<file path="config.mk">
export PLATFORM = sky130hd
export DESIGN_NAME = nibble_serial_adder
export DESIGN_NICKNAME = d
export VERILOG_FILES = /design/src/rtl/nibble_serial_adder_pkg.sv /design/src/rtl/nibble_serial_adder_add_slice.sv /design/src/rtl/nibble_serial_adder.sv
export SDC_FILE = /design/constraint.sdc
export NUM_CORES = 1
export LEC_CHECK = 0
export CAP_MARGIN = 20
export CORE_ASPECT_RATIO = 1.2
export CORE_UTILIZATION = 45
export CTS_BUF_LIST = sky130_fd_sc_hd__clkbuf_8
export DETAILED_ROUTE_END_ITERATION = 8
export PLACE_DENSITY = 0.8
export SYNTH_ARGS = -nofsm -noshare
export SYNTH_HDL_FRONTEND = slang
export SYNTH_SLANG_ARGS = --single-unit
export TNS_END_PERCENT = 1
</file>
<file path="constraint.sdc">
create_clock -name clk -period 2.5 [get_ports clk]
set_input_delay 0.75 -clock clk [delete_from_list [all_inputs] [get_ports clk]]
set_output_delay 0.75 -clock clk [all_outputs]
set_load 0.01 [all_outputs]
</file>
<file path="src/rtl/nibble_serial_adder_pkg.sv">
// Shared types and defaults for the nibble serial adder.
// State encoding and default width/length constants.
package nsa_pkg;

    typedef enum logic {
        IDLE = 1'b0,
        BUSY = 1'b1
    } state_t;

    localparam int W_DEF         = 4;
    localparam int MAX_BEATS_DEF = 16;

endpackage

</file>
<file path="src/rtl/nibble_serial_adder_add_slice.sv">
// Combinational W-bit ripple adder; also exposes the carry into the MSB.
// Zero latency, no flow control.
module add_slice
    import nsa_pkg::*;
#(
    parameter int W = W_DEF
) (
    input  logic [W-1:0] a,
    input  logic [W-1:0] b,
    input  logic         ci,
    output logic [W-1:0] s,
    output logic         co,
    output logic         c_msb
);

    logic [W:0] c;

    always_comb begin
        c    = '0;
        s    = '0;
        c[0] = ci;
        for (int i = 0; i < W; i++) begin
            s[i]   = a[i] ^ b[i] ^ c[i];
            c[i+1] = (a[i] & b[i]) | (c[i] & (a[i] ^ b[i]));
        end
    end

    assign co    = c[W];
    assign c_msb = c[W-1];

endmodule

</file>
<file path="src/rtl/nibble_serial_adder.sv">
// Multi-word serial adder, LSB word first, carry registered between beats (OVFL_DETECT_EN adds out_ovf).
// Latency: 1 cycle accept-to-out_valid, 1 beat/cycle.
// Backpressure: in_ready = !out_valid || out_ready; outputs hold while stalled.
module nibble_serial_adder
    import nsa_pkg::*;
#(
    parameter  int W         = W_DEF,
    parameter  int MAX_BEATS = MAX_BEATS_DEF,
    localparam int CNT_W     = $clog2(MAX_BEATS) + 1
) (
    input  logic             clk,
    input  logic             rst,
    input  logic             in_valid,
    output logic             in_ready,
    input  logic [W-1:0]     in_a,
    input  logic [W-1:0]     in_b,
    input  logic             in_cin,
    input  logic             in_first,
    input  logic             in_last,
    output logic             out_valid,
    input  logic             out_ready,
    output logic [W-1:0]     out_sum,
    output logic             out_last,
    output logic             out_cout,
    output logic [CNT_W-1:0] out_cnt,
`ifdef OVFL_DETECT_EN
    output logic             out_ovf,
`endif
    output logic             len_err
);

    state_t             state_q, state_d;
    logic               carry_q, carry_d;
    logic               out_valid_q, out_valid_d;
    logic [W-1:0]       out_sum_q, out_sum_d;
    logic               out_last_q, out_last_d;
    logic               out_cout_q, out_cout_d;
    logic [CNT_W-1:0]   out_cnt_q, out_cnt_d;
    logic               len_err_q, len_err_d;

    logic               accept;
    logic               is_first;
    logic               carry_used;
    logic [W-1:0]       slice_s;
    logic               slice_co;
    logic               slice_c_msb;

    assign in_ready   = !out_valid_q || out_ready;
    assign accept     = in_valid && in_ready;
    // Any beat taken in IDLE opens a packet, whatever in_first says.
    assign is_first   = (state_q == IDLE) || in_first;
    assign carry_used = is_first ? in_cin : carry_q;

    add_slice #(.W(W)) u_slice (
        .a     (in_a),
        .b     (in_b),
        .ci    (carry_used),
        .s     (slice_s),
        .co    (slice_co),
        .c_msb (slice_c_msb)
    );

    always_comb begin
        state_d     = state_q;
        carry_d     = carry_q;
        out_valid_d = out_valid_q && !out_ready;
        out_sum_d   = out_sum_q;
        out_last_d  = out_last_q;
        out_cout_d  = out_cout_q;
        out_cnt_d   = out_cnt_q;
        len_err_d   = len_err_q;
        if (accept) begin
            state_d     = in_last ? IDLE : BUSY;
            carry_d     = slice_co;
            out_valid_d = 1'b1;
            out_sum_d   = slice_s;
            out_last_d  = in_last;
            out_cout_d  = slice_co;
            if (is_first) begin
                out_cnt_d = CNT_W'(1);
            end else if (out_cnt_q == CNT_W'(MAX_BEATS)) begin
                // Counter pinned at MAX_BEATS: this beat is one too many.
                len_err_d = 1'b1;
            end else begin
                out_cnt_d = out_cnt_q + CNT_W'(1);
            end
        end
    end

`ifdef OVFL_DETECT_EN
    logic ovf_q, ovf_d;

    always_comb begin
        ovf_d = ovf_q;
        if (accept) begin
            ovf_d = in_last && (slice_c_msb ^ slice_co);
        end
    end

    always_ff @(posedge clk or posedge rst) begin
        if (rst) begin
            ovf_q <= 1'b0;
        end else begin
            ovf_q <= ovf_d;
        end
    end

    assign out_ovf = ovf_q;
`else
    logic unused_c_msb;
    assign unused_c_msb = slice_c_msb;
`endif

    always_ff @(posedge clk or posedge rst) begin
        if (rst) begin
            state_q     <= IDLE;
            carry_q     <= 1'b0;
            out_valid_q <= 1'b0;
            out_sum_q   <= '0;
            out_last_q  <= 1'b0;
            out_cout_q  <= 1'b0;
            out_cnt_q   <= '0;
            len_err_q   <= 1'b0;
        end else begin
            state_q     <= state_d;
            carry_q     <= carry_d;
            out_valid_q <= out_valid_d;
            out_sum_q   <= out_sum_d;
            out_last_q  <= out_last_d;
            out_cout_q  <= out_cout_d;
            out_cnt_q   <= out_cnt_d;
            len_err_q   <= len_err_d;
        end
    end

    assign out_valid = out_valid_q;
    assign out_sum   = out_sum_q;
    assign out_last  = out_last_q;
    assign out_cout  = out_cout_q;
    assign out_cnt   = out_cnt_q;
    assign len_err   = len_err_q;

endmodule

</file>
==> impl_metrics.py <==
metrics = {
    "run_status": {
        "status": "finished clean",
    },
    "routing": {
        "firstDrtPassIters": 4,
        "routed_wl_um": 1550,
        "wl_per_cell_um": 13.2,
        "drc": 0,
        "vias_per_cell": 5.25,
        "via_count": 619,
        "drtIter0Drc": 5,
        "ant_nets": 0,
    },
    "layout": {
        "antennaDiodeCount": 0,
        "multiInputGateArea_um2": 398,
        "finalNetCount": 123,
        "drive_above_1_share": 0.200,
        "seq_area_um2": 350,
        "instances_no_fill": 118,
        "syn_to_final_growth_pct": 43.4,
        "postLayoutCellArea_mm2": 0.00116,
        "nFillCells": 135,
    },
    "worst_setup_path": {
        "timing.rr.end": "out_sum[3]",
        "cp.required_ns": 2.68,
        "worstPathCellList": "buf_6 -> nand2b_4 -> nand2_2 -> o21ai_2 -> fa_2 -> inv_2 -> fa_2 -> inv_2 -> fa_2 -> inv_2 -> fa_1 -> mux2i_1",
        "startpoint_type": "input pin",
        "cp_slowest_cell": "fa_1",
        "reg2reg_depth": 11,
        "crit_path_end_kind": "flop",
        "timing.rr.start": "state_q",
        "cp_max_fo": 3,
        "worstPathArrival_ns": 2.61,
        "critPathKind": "input pin to flop",
        "max_stage_delay_ns": 0.40,
        "crit_start": "in_first",
        "reg2reg_slack_ns": 0.33,
    },
    "clock_network": {
        "numCtsBuffers": 3,
        "postCtsHoldBufs": 0,
        "cts_tree": "done",
        "cts-root-buf": "clkbuf_8",
        "clock_latency_ns": 0.25,
        "h-tree-depth": 1,
        "cts.sinks": 14,
        "clk_pin_slew_ns": 0.06,
        "cts_buffer_depth": 2,
    },
    "power": {
        "switching_share": 0.280,
        "combPwrFrac": 0.315,
        "p_leak_nw": 0.553,
        "p_switching_mw": 0.194,
        "p_int_mw": 0.499,
        "pwr-share-seq": 0.414,
        "p_clk_frac": 0.271,
        "power_density_mw_per_mm2": 599,
        "vdd_drop_max_mv": 0.443,
    },
    "synthesis": {
        "synth_edf_count": 0,
        "synth_top_area_cell": "dfrtp_1",
        "synth_flop_cell": "dfrtp_1",
        "synth_area_leaders": "dfrtp_1 (43%), fa_1 (9.9%), inv_1 (6.5%)",
        "synth_top_cell_area_share": 0.434,
        "ys_async_sr_fraction": 1.00,
        "syn_nets": 91,
        "synth_common_cells": "dfrtp_1 (14), inv_1 (14)",
        "synthCells": 70,
        "ys_ff_latch": 14,
        "yosys_warnings": 0,
        "ys_seq_area_frac": 0.434,
        "synth_cell_types": 23,
        "synth_area_um2": 807,
        "synth.avg_cell_area_um2": 11.5,
    },
    "sta": {
        "max_freq_ghz": 0.411,
        "finClkSkew_ns": 0.00191,
        "finalSetupViolCount": 0,
        "slew_violations": 0,
        "max_slew_margin": 0.636,
        "hold_viol_final": 0,
        "fin_crit_ns": 2.43,
        "worst_slew_pin_slew_ns": 0.545,
        "rsz0062_at_grt": "yes",
        "finalCritPeriodShare": 0.972,
    },
    "worst_hold_path": {
        "hold_class": "flop to flop",
        "hp-start": "len_err",
        "whs_endpoint": "len_err",
        "holdPathStages": 2,
    },
    "placed_design": {
        "portBuffers": 28,
        "dp_hpwl_um": 1180,
        "dpl_cell_area_mm2": 0.00111,
        "gp_congestion": 0.705,
        "post-place-cells": 115,
    },
    "die": {
        "die_area_mm2": 0.00197,
        "die-width_um": 40.7,
        "fp.dieH_um": 48.4,
        "ioPinCount": 29,
        "coreArea_mm2": 0.00166,
        "rows": 16,
        "start_util": 0.486,
    },
    "global_route": {
        "met3_usage": 0.0321,
        "antenna_found_initial": 0,
        "grt_max_degree": 15,
        "grt_pass1_vias": 668,
        "grt_first_pass_wirelength_um": 2760,
        "grtUsageMet1": 0.251,
        "gr-usage-met2": 0.320,
        "track_usage": 0.204,
        "grt.busiest_layer": "met2",
        "grt-ovfl-total": 0,
    },
    "run": {
        "cap_violations": 0,
    },
}
==> cells in the final DEF, fill, tap and decap left out, drive strengths merged, types with 4 or more instances in the layout <==
cell type / count
clkdlybuf4s50: 23
dfrtp: 14
fa: 4
inv: 14
mux2i: 4
nor2b: 4
o211ai: 4
==> registers in the layout, indices dropped and copies added (netlist names) <==
register   count
out_sum        4
out_cnt        5
len_err        1
state_q        1
out_valid      1
out_last       1
out_cout       1
==> cell families (layout without fill, tap and decap cells) <==
group / count (synthesis) / in the layout / share of synthesized area
flip-flops: 14 / 14 / 0.434
multiplexers: 7 / 7 / 0.101
AO/OA/AOI/OAI: 12 / 12 / 0.112
buffers and inverters: 17 / 47 / 0.0992
adder cells (fa/ha/maj): 6 / 6 / 0.130
AND/OR/NAND/NOR: 14 / 14 / 0.124
==> worst max-delay path, delay by kind of cell <==
family	cells	cell delay, ns
multiplexers	1	0.12
AND/OR/NAND/NOR	2	0.20
buffers and inverters	4	0.24
AO/OA/AOI/OAI	1	0.06
adder cells (fa/ha/maj)	4	1.24
==> layer usage <==
layer / wire (um) / part of all wire / up-vias
li1: - / - / 292
met1: 652 / 0.42 / 300
met2: 790 / 0.51 / 22
met3: 65 / 0.042 / 5
met4: 46 / 0.030 / 0
met5: 0 / 0 / -
==> power by group through the flow <==
| stage | sequential, mW | combinational [mW] | clock [mW] |
|---|---|---|---|
| 6_report | 0.287 | 0.218 | 0.188 |
| 5_1_grt | 0.292 | 0.242 | 0.200 |
| 4_1_cts | 0.288 | 0.222 | 0.193 |
| 3_5_place_dp | 0.291 | 0.218 | 0 |
| 3_3_place_gp | 0.290 | 0.212 | 0 |
| 2_1_floorplan | 0.303 | 0.0957 | 0 |
==> worst max path at each step <==
stage | to | slack [ns] | cells after the start
floorplan | out_sum[3] | -0.08 | 11
global placement | out_sum[3] | -0.58 | 12
detailed placement | out_sum[3] | -0.61 | 12
CTS | out_sum[3] | -0.02 | 12
global route | out_sum[3] | -0.06 | 12
finish | out_sum[3] | 0.07 | 12
==> what timing repair did <==
action	CTS	global route
pin swaps	5	4
resized for setup	16	0
buffers inserted	0	0
setup endpoints to repair	4	1
==> layout make-up <==
type                       instances  share of cell area
inverter                          14              0.0454
sequential                        14               0.303
clock buffer                       3              0.0357
tap                               18              0.0195
multi-input combinational         39               0.344
timing repair buffer              30               0.253
==> metrics by stage <==
step	setup TNS, ns	hold WS [ns]	setup slack, ns	util	total power, mW
6_report	0	0.480	0.0691	0.697	0.693
5_1_grt	-0.0593	0.531	-0.0593	0.697	0.733
4_1_cts	-0.0161	0.489	-0.0161	0.697	0.702
3_5_place_dp	-1.71	0.476	-0.609	0.666	0.509
3_3_place_gp	-1.68	0.459	-0.582	0.666	0.502
2_1_floorplan	-0.0837	0.503	-0.0837	-	0.399
No activity file was read; power rests on OpenSTA's default activity.
